==> src/rtl/prga_fifo_pkg.sv <==
// Shared constants and helpers for the PRGA multimode FIFO.
package prga_fifo_pkg;

    localparam int PRGA_FIFO_MODE_NONLOOKAHEAD = 0;
    localparam int PRGA_FIFO_MODE_LOOKAHEAD    = 1;

    // Pointers carry one extra wrap bit so full and empty can be told apart.
    function automatic int prga_fifo_ptr_width(input int depth_log2);
        return depth_log2 + 1;
    endfunction

endpackage

==> src/rtl/prga_fifo_lookahead_stage.sv <==
// One-entry prefetch register that turns the registered-read FIFO core
// into a first-word-fall-through interface.
module prga_fifo_lookahead_stage #(
    parameter int DATA_WIDTH = 32
) (
    input  logic                  clk,
    input  logic                  rst,
    input  logic                  core_empty_i,
    input  logic [DATA_WIDTH-1:0] core_rdata_i,
    output logic                  core_rd_o,
    input  logic                  pop_i,
    output logic [DATA_WIDTH-1:0] dout_o,
    output logic                  empty_o
);

    logic                  valid_q, valid_d;
    logic [DATA_WIDTH-1:0] data_q, data_d;

    // NOTE: every always_comb output gets a default first, so no path can infer a latch.
    always_comb begin
        valid_d   = valid_q;
        data_d    = data_q;
        core_rd_o = !core_empty_i && (!valid_q || pop_i);
        if (core_rd_o) begin
            valid_d = 1'b1;
            data_d  = core_rdata_i;
        end else if (pop_i) begin
            valid_d = 1'b0;
        end
    end

    // NOTE: sequential state uses non-blocking assignments only.
    always_ff @(posedge clk or posedge rst) begin
        if (rst) begin
            valid_q <= 1'b0;
            data_q  <= '0;
        end else begin
            valid_q <= valid_d;
            data_q  <= data_d;
        end
    end

    assign dout_o  = data_q;
    assign empty_o = !valid_q;

endmodule

==> src/rtl/prga_fifo_multimode.sv <==
// Single-clock FIFO with lookahead or registered-read output, occupancy count and almost-full.
// Optional sticky overflow/underflow outputs are enabled by defining PRGA_FIFO_ERROR_FLAGS_EN.
module prga_fifo_multimode
    import prga_fifo_pkg::*;
#(
    parameter int DATA_WIDTH            = 32,
    parameter int DEPTH_LOG2            = 4,
    parameter int LOOKAHEAD             = PRGA_FIFO_MODE_NONLOOKAHEAD,
    parameter int ALMOST_FULL_THRESHOLD = 2**DEPTH_LOG2 - 2
) (
    input  logic                  clk,
    input  logic                  rst,
    input  logic                  wr,
    input  logic [DATA_WIDTH-1:0] din,
    output logic                  full,
    output logic                  almost_full,
    input  logic                  rd,
    output logic [DATA_WIDTH-1:0] dout,
    output logic                  empty,
    output logic [DEPTH_LOG2:0]   count
`ifdef PRGA_FIFO_ERROR_FLAGS_EN
    ,
    output logic                  overflow,
    output logic                  underflow
`endif
);

    localparam int              PW           = prga_fifo_ptr_width(DEPTH_LOG2);
    localparam logic [PW-1:0]   CAPACITY     = PW'(2**DEPTH_LOG2);
    localparam logic [PW-1:0]   AF_THRESHOLD = PW'(ALMOST_FULL_THRESHOLD);

    logic [DATA_WIDTH-1:0] mem_q [2**DEPTH_LOG2];
    logic [PW-1:0]         wr_ptr_q, wr_ptr_d;
    logic [PW-1:0]         rd_ptr_q, rd_ptr_d;
    logic [PW-1:0]         count_q, count_d;
    logic                  full_q, almost_full_q;
    logic                  wr_acc, rd_acc, core_rd;
    logic [DATA_WIDTH-1:0] core_rdata;

    assign wr_acc     = wr && !full_q;
    assign rd_acc     = rd && !empty;
    assign core_rdata = mem_q[rd_ptr_q[DEPTH_LOG2-1:0]];

    // count tracks words owned by the consumer side, including a prefetched head word.
    always_comb begin
        wr_ptr_d = wr_ptr_q + PW'(wr_acc);
        rd_ptr_d = rd_ptr_q + PW'(core_rd);
        count_d  = count_q;
        if (wr_acc && !rd_acc) begin
            count_d = count_q + PW'(1);
        end else if (rd_acc && !wr_acc) begin
            count_d = count_q - PW'(1);
        end
    end

    always_ff @(posedge clk or posedge rst) begin
        if (rst) begin
            wr_ptr_q      <= '0;
            rd_ptr_q      <= '0;
            count_q       <= '0;
            full_q        <= 1'b0;
            almost_full_q <= 1'b0;
        end else begin
            wr_ptr_q      <= wr_ptr_d;
            rd_ptr_q      <= rd_ptr_d;
            count_q       <= count_d;
            full_q        <= (count_d == CAPACITY);
            almost_full_q <= (count_d >= AF_THRESHOLD);
        end
    end

    // NOTE: storage has no reset; only pointers and flags define validity.
    always_ff @(posedge clk) begin
        if (wr_acc) begin
            mem_q[wr_ptr_q[DEPTH_LOG2-1:0]] <= din;
        end
    end

    if (LOOKAHEAD == PRGA_FIFO_MODE_LOOKAHEAD) begin : g_lookahead
        prga_fifo_lookahead_stage #(
            .DATA_WIDTH (DATA_WIDTH)
        ) u_stage (
            .clk          (clk),
            .rst          (rst),
            .core_empty_i (wr_ptr_q == rd_ptr_q),
            .core_rdata_i (core_rdata),
            .core_rd_o    (core_rd),
            .pop_i        (rd),
            .dout_o       (dout),
            .empty_o      (empty)
        );
    end else begin : g_registered
        logic [DATA_WIDTH-1:0] dout_q;
        logic                  empty_q;

        assign core_rd = rd && !empty_q;

        always_ff @(posedge clk or posedge rst) begin
            if (rst) begin
                dout_q  <= '0;
                empty_q <= 1'b1;
            end else begin
                if (core_rd) begin
                    dout_q <= core_rdata;
                end
                empty_q <= (count_d == '0);
            end
        end

        assign dout  = dout_q;
        assign empty = empty_q;
    end

    assign full        = full_q;
    assign almost_full = almost_full_q;
    assign count       = count_q;

`ifdef PRGA_FIFO_ERROR_FLAGS_EN
    logic overflow_q, underflow_q;

    always_ff @(posedge clk or posedge rst) begin
        if (rst) begin
            overflow_q  <= 1'b0;
            underflow_q <= 1'b0;
        end else begin
            overflow_q  <= overflow_q  | (wr && full_q);
            underflow_q <= underflow_q | (rd && empty);
        end
    end

    assign overflow  = overflow_q;
    assign underflow = underflow_q;
`endif

endmodule

==> config.mk <==
export PLATFORM = sky130hd
export DESIGN_NAME = prga_fifo_multimode
export DESIGN_NICKNAME = d
export VERILOG_FILES = /design/src/rtl/prga_fifo_pkg.sv /design/src/rtl/prga_fifo_lookahead_stage.sv /design/src/rtl/prga_fifo_multimode.sv
export SDC_FILE = /design/constraint.sdc
export NUM_CORES = 1
export LEC_CHECK = 0
export CAP_MARGIN = 20
export CORE_UTILIZATION = 40
export DETAILED_ROUTE_END_ITERATION = 10
export PLACE_DENSITY_LB_ADDON = 0.05
export RECOVER_POWER = 25
export SKIP_LAST_GASP = 1
export SYNTH_ARGS = -nofsm -noshare
export SYNTH_HDL_FRONTEND = slang
export SYNTH_HIERARCHICAL = 1
export SYNTH_SLANG_ARGS = --single-unit
export TNS_END_PERCENT = 50
==> constraint.sdc <==
create_clock -name clk -period 9.5 [get_ports clk]
set_clock_uncertainty 0.1 [all_clocks]
set_input_delay 1.9 -clock clk [delete_from_list [all_inputs] [get_ports clk]]
set_output_delay 1.9 -clock clk [all_outputs]
set_load 0.01 [all_outputs]
-- Word-level counts from Yosys, hierarchy flattened
Memory sizes are Yosys's and may differ from the RTL's. A register that Yosys moved wholly into a read port is not among the register bits.
Index checks and enable logic that the tools add are counted.
- register bits: 18
- bits in writable memories: 512
- memories: 1
- memories (name ; depth ; bits a word ; read ports ; clocked after Yosys merged registers in ; write ports ; RTL line ; source):
    mem_q ; 16 ; 32 ; 1 ; 1 ; 1 ; prga_fifo_multimode.sv:32 ; logic [DATA_WIDTH-1:0] mem_q [2**DEPTH_LOG2];
- $add $sub $neg: 4
- order comparisons: 1
- equal/unequal tests: 1
- multiplexer cells: 4
- reductions and logical operators: 9
- operators by type and width (operator ; number):
    $add 5x1->5 ; 2
    $mux 5 ; 2
    $add 5x1->5 const B ; 1
    $eq 5x5->1 const B ; 1
    $ge 5x4->1 const B ; 1
    $logic_not 5->1 ; 1
    $sub 5x1->5 const B ; 1
    $logic_and 1x1->1 ; 4
    $logic_not 1->1 ; 4
    $mux 1 ; 2

-- Depth between registers and ports, before layout
- word-level depth: 7
- gate-level depth with buffers: 8
- gate-level depth less buffers: 7

-- Least setup slack after synthesis
No wires, ideal clock.
- path type: input to register
- start point: input port wr
- end point: memory mem_q[0][0], enable pin
- arrival: 4545 ps
- data required time: 8939 ps
- slack: 4394 ps
- stages: 3
- path buffers: 0
- cell sequence: nand2b_4 > or3_1 > nor3_1
- word-level cells in the longest chain between the ends: 3
- ends and longest elaborated chain (item ; RTL line ; source):
    start, declared ; prga_fifo_multimode.sv:13 ; input logic wr,
    $logic_and 1x1->1 ; prga_fifo_multimode.sv:40 ; assign wr_acc = wr && !full_q;
    $mux 1 ; prga_fifo_multimode.sv:74 ; if (wr_acc) begin
    $mux 1 (implied by the code) ; prga_fifo_multimode.sv:75 ; mem_q[wr_ptr_q[DEPTH_LOG2-1:0]] <= din;
    end, declared ; prga_fifo_multimode.sv:32 ;
No other way between the ends.

==> out/metrics.cfg <==
[setup_path]
crit_required_ns = 8.83
r2r_setup_slack_ns = 5.93
r2r-start = rd_ptr_q[1]$_DFF_PP0_
path_cells = clkdlybuf4s50_1, inv_2, clkbuf_1
critPathArrivalTime_ns = 4.80
worst_path_largest_cell_delay_ns = 2.42
crit_family = buffers and inverters
critPathBufInv = 3
cp.depth = 3
startpoint_type = input pin
crit_type = in2async
r2r_end = dout[31]$_DFFE_PP0P_
cp-end-kind = asynchronous set/reset pin
cp_slowest_cell = clkbuf_1
r2r_cells = 7
cp_max_fo = 48

[logic_synthesis]
synth_edf_count = 512
synth_nets = 1219
synthArstFlopShare = 0.0857
synthCells = 1177
ys_ff_latch = 560
syn_avg_cell_area_um2 = 18.4
ys_warn_count = 6
ys_seq_area_frac = 0.764
syn-cell-area_um2 = 21700
synth_flop_cell = edfxtp_1
synth_cell_type_count = 42

[clock_tree]
cts_resized = 0
root_buffer = clkbuf_16
htree_levels = 2
post_cts_buffers = 0
cts.sinks = 560
cts_buffers = 59
hold_buffers = 0
clk_pin_slew_ns = 0.06
clk_latency_ns = 0.62
cts_max_path_buffers = 3
cts_tree = done

[route]
drt_iter0_markers = 777
dr.pass1.iters = 5
wl_mm = 50.3
drtAntennaViolNets = 0
avgRoutedWirePerCell_um = 24.9
drc = 0
vias = 10800
via_per_inst = 5.33

[sta]
fmax_ghz = 0.183
rsz0062_at_grt = no
period_share = 0.576
slew_headroom = -1.30
tightest_slew_ns = 3.46
hold_viol_final = 0
setup_viol = 0
slew_violations = 49
min_period_ns = 5.47
whs_ns = 0.379
tns_ns = 0

[power]
p_leak_nw = 8.59
p_per_area_nw_per_um2 = 305
ir_worst_vdd_v = 0.000148

[global_routing]
antenna_found_initial = 2
grt_max_degree = 69
grt-ovfl-total = 0
grt_pass1_vias = 11200
track_usage = 0.186
grt_pass1_wl_mm = 75.4

[die]
die_w_um = 235
rows = 85
start_util = 0.404
die-area_um2 = 55200
ios = 76
core_area_um2 = 53700
die_h_um = 235

[placement]
gp_congestion = 0.706
detailed_place_hpwl_mm = 27.2
port_buffers = 75

[hold_path]
hp-class = reg2reg
min_to = dout[1]$_DFFE_PP0P_
min-delay-start = dout[1]$_DFFE_PP0P_
hold_depth = 1

[job]
max_cap_viol_count = 1

[layout]
area_growth_syn_to_layout_pct = 16.0
n_antenna_cell = 0
drive_above_1_share = 0.130
nets = 1316

[run_status]
outcome = finished with violations
violations = max-capacitance violations, max-slew violations

==> power by group <==
group	total [mW]	internal, mW	switching, mW
Combinational	2.19	0.892	1.30
Sequential	3.22	3.05	0.174
Clock	2.27	1.34	0.929
==> layer usage <==
metal | up-vias | share of wire | GRT usage
met5 | - | 0.00054 | 0
met4 | 4 | 0.023 | 0.0522
met3 | 79 | 0.037 | 0.0354
met2 | 188 | 0.49 | 0.311
met1 | 5575 | 0.45 | 0.247
li1 | 4916 | - | -
==> cell families (layout without fill, tap and decap cells) <==
group,count (synthesis),in the layout,share of synthesized area
flip-flops,560,560,0.764
AO/OA/AOI/OAI,185,185,0.0598
AND/OR/NAND/NOR,118,118,0.0265
XOR/XNOR,8,8,0.00323
multiplexers,224,224,0.121
adder cells (fa/ha/maj),6,6,0.00346
buffers and inverters,76,222,0.0229
==> cells in the mapped netlist, drive strengths merged, types with 2 or more instances <==
cell / count / area (um2)
nor4: 3 / 18.8
or3: 2 / 12.5
a22oi: 47 / 353
nor2: 17 / 66.3
nand2: 40 / 150
edfxtp: 512 / 15400
xor2: 4 / 35.0
clkbuf: 14 / 56.3
inv: 6 / 22.5
and2: 2 / 12.5
nor2b: 19 / 121
nor3: 4 / 20.0
a221oi: 17 / 149
nand2b: 5 / 38.8
o21ai: 20 / 100
xnor2: 4 / 35.0
mux4: 30 / 676
a211oi: 32 / 240
a21o: 15 / 113
a32oi: 17 / 149
ha: 6 / 75.1
buf: 56 / 419
mux2i: 194 / 1940
o22ai: 2 / 12.5
dfrtp: 47 / 1180
a21oi: 33 / 165
nand3: 24 / 120
==> flip-flops by register name, summed over array words and instances, names as in the netlist <==
register     count
almost_full      1
count            5
dout            32
empty            1
full             1
mem_q          512
rd_ptr_q         4
wr_ptr_q         4
==> area by class of cell <==
type,instances,area (um2)
fillers,4513,28500
flip-flops and latches,560,16600
multi-input cells,541,4770
clock buffers,84,1660
repair buffers,106,1020
well taps,696,871
clock inverters,26,248
inverters,6,22.5
==> metrics by stage <==
| step | power (mW) | util | instance area (um2) | instances | worst slack, ns |
|---|---|---|---|---|---|
| final | 7.69 | 0.469 | 25200 | 2019 | 4.03 |
| after global routing | 8.08 | 0.469 | 25200 | 2019 | 3.33 |
| after CTS | 7.81 | 0.469 | 25200 | 2018 | 5.18 |
| after detailed placement | 5.52 | 0.433 | 23300 | 1908 | 4.52 |
| after global placement | 5.49 | 0.432 | 23200 | 1906 | 4.60 |
| after floorplan | 4.74 | - | 21700 | 1177 | 4.39 |
==> worst max path at each step <==
stage,startpoint,endpoint
2_1_floorplan,wr,mem_q[0][0]$_DFFE_PP_
3_3_place_gp,wr,mem_q[12][26]$_DFFE_PP_
3_5_place_dp,wr,mem_q[12][24]$_DFFE_PP_
4_1_cts,wr,mem_q[12][26]$_DFFE_PP_
5_1_grt,rst,rd_ptr_q[1]$_DFF_PP0_
6_report,rst,rd_ptr_q[1]$_DFF_PP0_
==> placed cells by master (no fill, tap or decap), types with 6 or more instances in the layout <==
cell type / instances
a211oi_1: 32
a21o_1: 15
a21oi_1: 33
a221oi_1: 17
a22oi_1: 47
a32oi_1: 17
buf_4: 27
clkbuf_1: 19
clkbuf_16: 61
clkdlybuf4s50_1: 55
clkinv_1: 10
clkinv_2: 9
dfrtp_1: 43
dlygate4sd3_1: 20
edfxtp_1: 512
ha_1: 6
mux2i_1: 194
mux4_2: 30
nand2_1: 40
nand3_1: 24
nor2_4: 13
nor2b_1: 17
o21ai_1: 18
Note: power is estimated with default switching activity, not from simulation.
